--- src/rtl/bitscan_encoder.sv ---
// Multi-hot bit-scan encoder: captures a request vector and emits the index of each set bit,
// one per output handshake, in LSB-first or MSB-first order; an all-zero vector yields one flagged beat.
module bitscan_encoder #(
  parameter int unsigned WIDTH     = 16,
  parameter int unsigned IDX_W     = $clog2(WIDTH),
  parameter bit          MSB_FIRST = 1'b0
) (
  input  logic             clk,
  input  logic             rst,
  input  logic             in_valid,
  output logic             in_ready,
  input  logic [WIDTH-1:0] in_vec,
  output logic             out_valid,
  input  logic             out_ready,
  output logic [IDX_W-1:0] out_idx,
  output logic             out_last,
  output logic             out_zero,
  output logic [IDX_W:0]   out_cnt
);

  localparam int unsigned CNT_W = IDX_W + 1;

  typedef enum logic [1:0] {
    IDLE = 2'd0,
    SCAN = 2'd1,
    ZERO = 2'd2
  } state_e;

  state_e           state_q, state_d;
  logic [WIDTH-1:0] pending_q, pending_d;
  logic [IDX_W-1:0] idx_q, idx_d;
  logic [CNT_W-1:0] cnt_q, cnt_d;
  logic             last_q, last_d;
  logic             zero_q, zero_d;
  logic             valid_q, valid_d;
  logic             ready_q, ready_d;

  function automatic logic [CNT_W-1:0] popcount(input logic [WIDTH-1:0] v);
    logic [CNT_W-1:0] n;
    n = '0;
    for (int unsigned i = 0; i < WIDTH; i++) begin
      n = n + CNT_W'(v[i]);
    end
    return n;
  endfunction

  // Priority select: the last match in the loop wins, so scan direction sets the priority.
  function automatic logic [IDX_W-1:0] pick(input logic [WIDTH-1:0] v);
    logic [IDX_W-1:0] idx;
    idx = '0;
    for (int unsigned i = 0; i < WIDTH; i++) begin
      if (MSB_FIRST) begin
        if (v[i]) idx = IDX_W'(i);
      end else begin
        if (v[WIDTH-1-i]) idx = IDX_W'(WIDTH-1-i);
      end
    end
    return idx;
  endfunction

  function automatic logic single_bit(input logic [WIDTH-1:0] v);
    return (v != '0) && ((v & (v - WIDTH'(1))) == '0);
  endfunction

  always_ff @(posedge clk or posedge rst) begin
    if (rst) begin
      state_q   <= IDLE;
      pending_q <= '0;
      idx_q     <= '0;
      cnt_q     <= '0;
      last_q    <= 1'b0;
      zero_q    <= 1'b0;
      valid_q   <= 1'b0;
      ready_q   <= 1'b1;
    end else begin
      state_q   <= state_d;
      pending_q <= pending_d;
      idx_q     <= idx_d;
      cnt_q     <= cnt_d;
      last_q    <= last_d;
      zero_q    <= zero_d;
      valid_q   <= valid_d;
      ready_q   <= ready_d;
    end
  end

  // Output registers are loaded from the next-state view so they track state and pending exactly.
  always_comb begin
    state_d   = state_q;
    pending_d = pending_q;
    cnt_d     = cnt_q;
    valid_d   = 1'b0;
    ready_d   = 1'b0;
    zero_d    = 1'b0;
    last_d    = 1'b0;
    idx_d     = '0;

    case (state_q)
      IDLE: begin
        if (in_valid) begin
          pending_d = in_vec;
          cnt_d     = popcount(in_vec);
          state_d   = (in_vec != '0) ? SCAN : ZERO;
        end
      end
      SCAN: begin
        if (out_ready) begin
          pending_d = pending_q & ~(WIDTH'(1) << idx_q);
          if (last_q) state_d = IDLE;
        end
      end
      ZERO: begin
        if (out_ready) state_d = IDLE;
      end
      default: state_d = IDLE;
    endcase

    valid_d = (state_d != IDLE);
    ready_d = (state_d == IDLE);
    zero_d  = (state_d == ZERO);
    idx_d   = pick(pending_d);
    last_d  = zero_d || ((state_d == SCAN) && single_bit(pending_d));
  end

  assign in_ready  = ready_q;
  assign out_valid = valid_q;
  assign out_idx   = idx_q;
  assign out_last  = last_q;
  assign out_zero  = zero_q;
  assign out_cnt   = cnt_q;

endmodule

--- config.mk ---
export PLATFORM = sky130hd
export DESIGN_NAME = bitscan_encoder
export DESIGN_NICKNAME = d
export VERILOG_FILES = /design/src/rtl/bitscan_encoder.sv
export SDC_FILE = /design/constraint.sdc
export NUM_CORES = 1
export LEC_CHECK = 0
export BUFFER_PORTS_ARGS = -buffer_cell sky130_fd_sc_hd__buf_2
export CAP_MARGIN = 0
export CORE_ASPECT_RATIO = 1.2
export CORE_MARGIN = 4
export CORE_UTILIZATION = 45
export DETAILED_ROUTE_END_ITERATION = 6
export HOLD_SLACK_MARGIN = 0.02
export PLACE_DENSITY = 0.66
export SKIP_LAST_GASP = 1
export SYNTH_ARGS = -nofsm -noshare
export SYNTH_HDL_FRONTEND = slang
export SYNTH_SLANG_ARGS = --single-unit
--- constraint.sdc ---
create_clock -name clk -period 5.8 [get_ports clk]
set_input_delay 0.58 -clock clk [delete_from_list [all_inputs] [get_ports clk]]
set_output_delay 0.58 -clock clk [all_outputs]
set_load 0.02 [all_outputs]
-- After elaboration in Yosys (flattened, before gate mapping)
Index checks and enable logic that the tools add are counted.
- flip-flop bits (word level): 31
- input port bits: 20
- output and inout bits: 13
- logic and storage cells: 67
- add/subtract/negate cells: 16
- equality and inequality tests: 4
- shifts and indexed selects: 1
- mux-type cells: 25
- bitwise logic cells: 3
- reductions and logical operators: 10
- operator list (kind ; count):
    4-bit 2-to-1 mux ; 16
    5-bit by 1-bit adder with 5-bit output ; 11
    16-bit bitwise AND ; 2
    16-bit 2-to-1 mux ; 2
    16-bit case mux with 2 select lines ; 1
    16-bit nonzero test ; 2
    16-bit logical NOT ; 1
    16-bit NOT ; 1
    1-bit by 4-bit left shift with 16-bit output, first input constant ; 1
    16-bit by 1-bit subtractor with 16-bit output, second input constant ; 1
    2-bit 2-to-1 mux ; 5
    2-bit case mux with 3 select lines ; 1
    4-bit by 1-bit adder with 5-bit output ; 1
    3-bit by 1-bit adder with 4-bit output ; 1
    2-bit by 1-bit equality test with 1-bit output, second input constant ; 2
    2-bit equality test, second input constant ; 2
    2-bit logical NOT ; 2
    2-bit by 1-bit adder with 3-bit output ; 1
    1-bit by 1-bit adder with 2-bit output ; 1
    1-bit logical AND ; 2
    2-bit AND reduction ; 1
    2-bit nonzero test ; 1
    1-bit logical OR ; 1

-- Longest topological paths before layout
Gate-level depths: netlist of run 1.
- depth in word-level cells: 21
- mapped depth: 12
- mapped depth without buffers: 12

-- Least setup slack after synthesis of run 1
No wires, ideal clock.
- kind: input to register
- start point: in in_vec[0]
- end point: reg cnt_q[4] (netlist: out_cnt[4])
- setup time: 0.083 ns
- data arrival time: 3.456 ns
- required time: 5.717 ns
- path slack: 2.261 ns
- stages on the path: 12
- path buffers: 0
- cells stage by stage: fa_1 > inv_1 > fa_1 > fa_1 > fa_1 > inv_1 > ha_1 > inv_1 > fa_1 > nor2b_1 > o21ai_0 > o21ai_0
- longest elaborated chain between the ends: 15
- RTL lines (element ; line ; text):
    start, declared ; 12 ; input logic [WIDTH-1:0] in_vec,
    1-bit by 1-bit adder with 2-bit output ; 42 ; n = n + CNT_W'(v[i]);
    2-bit by 1-bit adder with 3-bit output ; 42 ;
    3-bit by 1-bit adder with 4-bit output ; 42 ;
    4-bit by 1-bit adder with 5-bit output ; 42 ;
    5-bit by 1-bit adder with 5-bit output (11 in a row) ; 42 ;
    end signal, assigned ; 79 ; cnt_q <= cnt_d;
    end, declared ; 32 ; logic [CNT_W-1:0] cnt_q, cnt_d;
Every way passes these cells.
A chain may end at the register's enable or synchronous reset.

-- Worst setup path after layout of run 1
Same ends and word-level chain as after synthesis.

==> run summary, run 1 <==
largest net degree at the start of global routing: 32
Worst Path Max Fanout: 4
die footprint: 0.00596 mm2
chip width: 71.1 um
synthesized area: 0.00215 mm2
RSZ-0062 raised after global routing: no
max-slew violations: 0
Leak: 0.00117 uW
Comb pwr share: 0.579
critical path class: in -> reg
# placed instances: 303
CP Launch Type: primary input
flops & latches, synth: 31
CTS tree: done
Power Total: 1260 uW
Final Non-Filler Cells: 311
register area: 777 um2
CTS clock-pin slew for the worst setup and hold paths: 0.07 ns
cell count after synthesis: 218
setup bufs post-CTS: 0
Clock Power Share: 0.140
via density per instance: 5.57
Max clock buf depth: 2
Hold Fails Final Rpt: 0
Max VDD drop: 185 uV
drt pass-1 iters: 6
sequential share of the synthesized area: 0.361
die span in y: 83.8 um
ys async rst share: 1.00
total track usage: 0.185
Area after DPL: 0.00235 mm2
internal power: 685 uW
cell row count: 27
post-route ant nets: 0
fin nets: 288
Yosys Warn Count: 0
min Tclk post-route: 3.51 ns
number of global-route vias before repair: 1708
clk sinks: 31
Post-synth top cells: dfrtp_1 (30), inv_1 (23), nor2_1 (19)
TNS Setup: 0 ns
Worst Hold Class: in -> async
Fmax: 0.285 GHz
cell with the most instances after synthesis: dfrtp_1
Via Count: 1732
IO Port Bufs: 32
Mapped Avg Cell Area: 9.87 um2
number of synthesized flops with an enable pin: 0
Seq pwr share: 0.281
ratio of cells with drive above 1 in the final layout: 0.221
crit end category: register
max cap viols: 0
Area Growth Syn to Fin: 13.3%
clock latency on the worst-skew pair: 0.29 ns
TritonCTS Buffers: 5
Final WS setup: 2.29 ns
Sw Pwr: 574 uW
GR Overflow Total: 0
Yosys top cell area share: 0.349
Initial Util: 0.468
Max-slew headroom: 0.451
core area: 0.00459 mm2
DP Worst Slack: 1.96 ns
drt drc: 0
Final Setup Violations: 0
DP HPWL: 3.89 mm
H-Tree Level Count: 2
Switching Fraction: 0.456
number of DRC markers in iteration 0: 76
Antenna Cells: 0
fin crit share: 0.605
worst slew pin tran: 0.823 ns
cts hold-fix bufs: 0
cell area after layout: 0.00244 mm2
multi-input logic area: 0.00124 mm2
drt total wl: 5.02 mm
I/O pins: 33
Critical Path AT: 3.71 ns
Area contributors post-synth: dfrtp_1 (35%), fa_1 (9.3%), mux2i_1 (6.0%)
CP required: 6.00 ns
Fillers: 442
post-synth cell types: 53
Avg WL per Cell: 16.1 um
main flop type after synthesis: dfrtp_1
Post-Syn Nets: 254
Root Driver: clkbuf_8
status: complete, no violations
gpl congestion: 0.859
first-pass GRT wire length: 8.54 mm
post_cts resized: 0
pwr dens: 517 mW/mm2
Yosys top cell by area: dfrtp_1
initial antenna violation count: 0
Max Clock Skew: 0.00645 ns
[registers in the layout (all words and copies together), names as in the netlist]
name       cells
out_valid      1
out_cnt        5
out_idx        4
out_last       1
pending_q     16
state_q        2
out_zero       1
in_ready       1
[worst paths after layout]
kind,startpoint,end,slack (ns),cells past startpoint
hold / removal,rst,pending_q[1]$_DFF_PP0_,0.36,3
max in group asynchronous,rst,in_ready$_DFF_PP1_,5.11,3
hold reg to reg,out_cnt[3]$_DFFE_PP0P_,out_cnt[3]$_DFFE_PP0P_,0.48,2
min in group clk,out_cnt[3]$_DFFE_PP0P_,out_cnt[3]$_DFFE_PP0P_,0.48,2
setup / recovery,in_vec[0],out_cnt[4]$_DFFE_PP0P_,2.29,13
setup reg to reg,state_q[0]$_DFF_PP0_,out_last$_DFF_PP0_,2.62,8
[per-layer routing]
layer,wire length [um],share of wire,vias up,GRT usage
met5,0,0,-,0
met4,201,0.040,0,0.0940
met3,169,0.034,16,0.0398
met2,2470,0.49,34,0.285
met1,2190,0.44,835,0.243
li1,-,-,847,-
[power groups by stage]
stage	clock network, uW	registers (uW)	logic (uW)
finish	177	354	729
global route	194	366	821
CTS	183	354	733
detailed placement	0	357	727
global placement	0	355	718
floorplan	0	388	551
[stage by stage]
stage / util / hold slack (ns)
after floorplan: - / 0.567
after global placement: 0.511 / 0.454
after detailed placement: 0.511 / 0.465
after CTS: 0.531 / 0.382
after global routing: 0.531 / 0.413
final: 0.531 / 0.361
[cells in the final DEF, fill, tap and decap left out, types with 3 or more instances in the layout]
master    Yosys  final
and3b_1       3      3
nor4_1        4      4
a211o_1       3      3
o21ai_0       9      9
a31oi_1       3      3
inv_1        23     23
a21oi_1      14     14
nor2b_1       6      6
nor3_1        6      6
clkbuf_8      0      6
dfrtp_1      30     30
nand4_1       3      3
or2_2         5      5
nor2_1       19     19
buf_2         1     32
fa_1         10     10
nand2_1      11     11
a21o_1        4      4
mux2i_1      13     13
ha_1          6      6
[area by class of cell]
class	count	area share
Sequential cell	31	0.319
Clock inverter	1	0.00205
Clock buffer	7	0.0354
Timing Repair Buffer	33	0.0688
Multi-Input combinational cell	158	0.510
Tap cell	58	0.0298
Inverter	23	0.0354
[cells by family (layout without fill, tap and decap cells)]
kind of cell,count (synthesis),count (layout),synth area share
DFF,31,31,0.361
adders and majority gates,16,16,0.128
AOI/OAI and AO/OA,53,53,0.180
buffers and inverters,29,64,0.0616
muxes,15,15,0.0727
xor gates and xnor gates,2,2,0.00814
and+or+nand+nor,72,72,0.189
[critical path, cell delays in order]
cell	delay, ns
buf_2	0.13
fa_1	0.54
inv_1	0.05
fa_1	0.47
fa_1	0.53
fa_1	0.41
inv_1	0.06
ha_1	0.15
inv_1	0.05
fa_1	0.39
nor2b_1	0.12
o21ai_0	0.08
o21ai_0	0.15
(Power assumes the default switching activity.)
==> run 2, diff against run 1 <==
--- a/config.mk
+++ b/config.mk
@@ -5,6 +5,7 @@
 export SDC_FILE = /design/constraint.sdc
 export NUM_CORES = 1
 export LEC_CHECK = 0
+export ABC_AREA = 1
 export BUFFER_PORTS_ARGS = -buffer_cell sky130_fd_sc_hd__buf_2
 export CAP_MARGIN = 0
 export CORE_ASPECT_RATIO = 1.2
@@ -12,7 +13,7 @@
 export CORE_UTILIZATION = 45
 export DETAILED_ROUTE_END_ITERATION = 6
 export HOLD_SLACK_MARGIN = 0.02
-export PLACE_DENSITY = 0.66
+export PLACE_DENSITY = 0.68
 export SKIP_LAST_GASP = 1
 export SYNTH_ARGS = -nofsm -noshare
 export SYNTH_HDL_FRONTEND = slang
==> constraint.sdc (replaced) <==
create_clock -name clk -period 3.2 [get_ports clk]
set_input_delay 0.32 -clock clk [delete_from_list [all_inputs] [get_ports clk]]
set_output_delay 0.32 -clock clk [all_outputs]
set_load 0.02 [all_outputs]
==> run summary, run 2 <==
status: complete, no violations
Sw Pwr: 861 uW (+50%)
GR Overflow Total: 0 (unchanged)
multi-input logic area: 0.00121 mm2 (-2.3%)
I/O pins: 33 (unchanged)
Critical Path AT: 3.32 ns (-0.39 ns)
worst slew pin tran: 0.438 ns (-0.385 ns)
Hold Slack: 0.0997 ns (-0.261 ns)
Fillers: 441 (-0.23%)
core area: 0.00470 mm2 (+2.2%)
critical path class: in -> reg
cts hold-fix bufs: 0 (unchanged)
ratio of cells with drive above 1 in the final layout: 0.261 (+0.0394)
Max VDD drop: 332 uV (+79%)
Area contributors post-synth: dfrtp_1 (34%), nand2_1 (13%), inv_1 (9.1%)
Worst Hold Class: in -> async
reg2reg setup slack: 0.68 ns (-1.94 ns)
Final Non-Filler Cells: 384 (+23%)
Yosys top cell by area: dfrtp_1
# placed instances: 376 (+24%)
gpl congestion: 0.827 (-3.7%)
Worst Path Max Fanout: 2 (-2)
fin crit share: 0.971
Mapped Avg Cell Area: 8.02 um2 (-19%)
cell with the most instances after synthesis: nand2_1
H-Tree Level Count: 2 (unchanged)
most frequent cells in the layout: nand2_1 (79), inv_1 (54), buf_2 (32)
die span in y: 85.3 um (+1.8%)
post-synth cell types: 33 (-38%)
Yosys top cell area share: 0.335 (-0.0135)
main flop type after synthesis: dfrtp_1
register area: 777 um2 (unchanged)
internal power: 1160 uW (+69%)
CP Launch Type: primary input
number of flip-flops in the largest register: 16 (unchanged)
Max Clock Skew: 0.00521 ns (-0.00124 ns)
TritonCTS Buffers: 5 (unchanged)
total track usage: 0.184 (-0.00119)
max cap viols: 0 (unchanged)
Post-Syn Nets: 315 (+24%)
number of global-route vias before repair: 1931 (+13%)
Fmax: 0.322 GHz
Comb pwr share: 0.514 (-0.065)
die footprint: 0.00617 mm2 (+3.6%)
CTS tree: done
largest net degree at the start of global routing: 32 (unchanged)
post-route ant nets: 0 (unchanged)
Yosys Warn Count: 0 (unchanged)
clock latency on the worst-skew pair: 0.28 ns (about the same)
CTS clock-pin slew for the worst setup and hold paths: 0.07 ns (about the same)
chip width: 72.4 um (+1.8%)
drt drc: 0 (unchanged)
fin nets: 361 (+25%)
CP required: 3.42 ns (-2.58 ns)
Post-synth top cells: nand2_1 (79), inv_1 (54), dfrtp_1 (30)
Avg WL per Cell: 13.5 um (-17%)
sequential share of the synthesized area: 0.347 (-0.0139)
Clock Power Share: 0.186 (+0.046)
Switching Fraction: 0.427 (-0.0295)
Final Setup Violations: 0 (unchanged)
number of DRC markers in iteration 0: 119 (+57%)
Area after DPL: 0.00252 mm2 (+7.5%)
most flop-heavy register: pending_q
final core utilization: 0.560 (+0.0296)
via density per instance: 4.94 (-11%)
flops & latches, synth: 31 (unchanged)
DP HPWL: 4.12 mm (+6.0%)
drt total wl: 5.18 mm (+3.1%)
Seq pwr share: 0.300 (+0.019)
RSZ-0062 raised after global routing: yes
cell count after synthesis: 279 (+28%)
Root Driver: clkbuf_8
Leak: 0.00137 uW (+17%)
first-pass GRT wire length: 8.72 mm (+2.2%)
Power Total: 2020 uW (+60%)
initial antenna violation count: 0 (unchanged)
cell area after layout: 0.00263 mm2 (+7.9%)
pwr dens: 767 mW/mm2 (+49%)
most common cell after layout, fill and taps aside: nand2_1
crit end category: register
number of synthesized flops with an enable pin: 0 (unchanged)
Max clock buf depth: 2 (unchanged)
clk sinks: 31 (unchanged)
Area Growth Syn to Fin: 17.5%
IO Port Bufs: 32 (unchanged)
synthesized area: 0.00224 mm2 (+4.0%)
Initial Util: 0.477 (+0.00828)
drt pass-1 iters: 4 (-2)
Antenna Cells: 0 (unchanged)
cell row count: 27 (unchanged)
Via Count: 1898 (+9.6%)
max-slew violations: 0 (unchanged)
ys async rst share: 1.00 (unchanged)
min Tclk post-route: 3.11 ns
Max-slew headroom: 0.706 (+0.256)
Hold Fails Final Rpt: 0 (unchanged)
## run 2: path summary, 6_finish.rpt
kind,from,to,cells after the start
min in group clk,out_ready,state_q[0]$_DFF_PP0_,4
setup / recovery,in_vec[0],out_cnt[4]$_DFFE_PP0P_,13
hold reg to reg,out_cnt[0]$_DFFE_PP0P_,out_cnt[0]$_DFFE_PP0P_,2
max in group asynchronous,rst,in_ready$_DFF_PP1_,3
hold / removal,rst,out_idx[0]$_DFF_PP0_,3
setup reg to reg,state_q[0]$_DFF_PP0_,out_last$_DFF_PP0_,14
## run 2: cells by family after synthesis
group / synth area share
simple gates: 0.285
buf+inv: 0.113
compound gates: 0.125
flops: 0.347
fa+ha+maj: 0.123
xor+xnor: 0.00783
## run 2: stage by stage
stage	setup slack [ns]	setup TNS, ns
4_1_cts	0.0666	0
5_1_grt	-0.0306	-0.0581
3_3_place_gp	-0.197	-0.695
2_1_floorplan	0.0206	0
3_5_place_dp	-0.223	-0.778
6_report	0.0931	0
## run 2: final cells by class
| type | count | share of cell area |
|---|---|---|
| sequential | 31 | 0.295 |
| clock inverter | 1 | 0.0114 |
| inverter | 58 | 0.0828 |
| multi-input combinational | 186 | 0.461 |
| tap | 58 | 0.0276 |
| clock buffer | 7 | 0.0290 |
| timing repair buffer | 43 | 0.0923 |
## run 2: per-layer routing
layer | vias to the layer above | global-route usage | share of wire
met4 | 0 | 0.0705 | 0.019
met1 | 887 | 0.219 | 0.40
met5 | - | 0 | 0
li1 | 955 | - | -
met3 | 7 | 0.0320 | 0.058
met2 | 49 | 0.326 | 0.52
## run 2: power by group through the flow
stage / logic, uW / registers, uW / clock network (uW)
after global routing: 1180 / 617 / 402
final: 1040 / 604 / 375
after detailed placement: 1030 / 609 / 0
after CTS: 1040 / 603 / 381
after global placement: 1010 / 607 / 0
after floorplan: 725 / 654 / 0
## run 2: worst max-delay path: stages
cell and delay, ns:
buf_2 0.12, fa_1 0.53, inv_1 0.05, fa_1 0.46
fa_1 0.51, fa_1 0.41, inv_1 0.07, ha_2 0.17
inv_1 0.05, fa_2 0.34, o21ai_1 0.14, nand3_1 0.08
nand2_1 0.08
## run 2: repair_timing
item	in CTS	in global routing
setup buffers	0	0
setup endpoints to repair	0	4
gates resized for setup	0	2
hold endpoints to repair	0	0
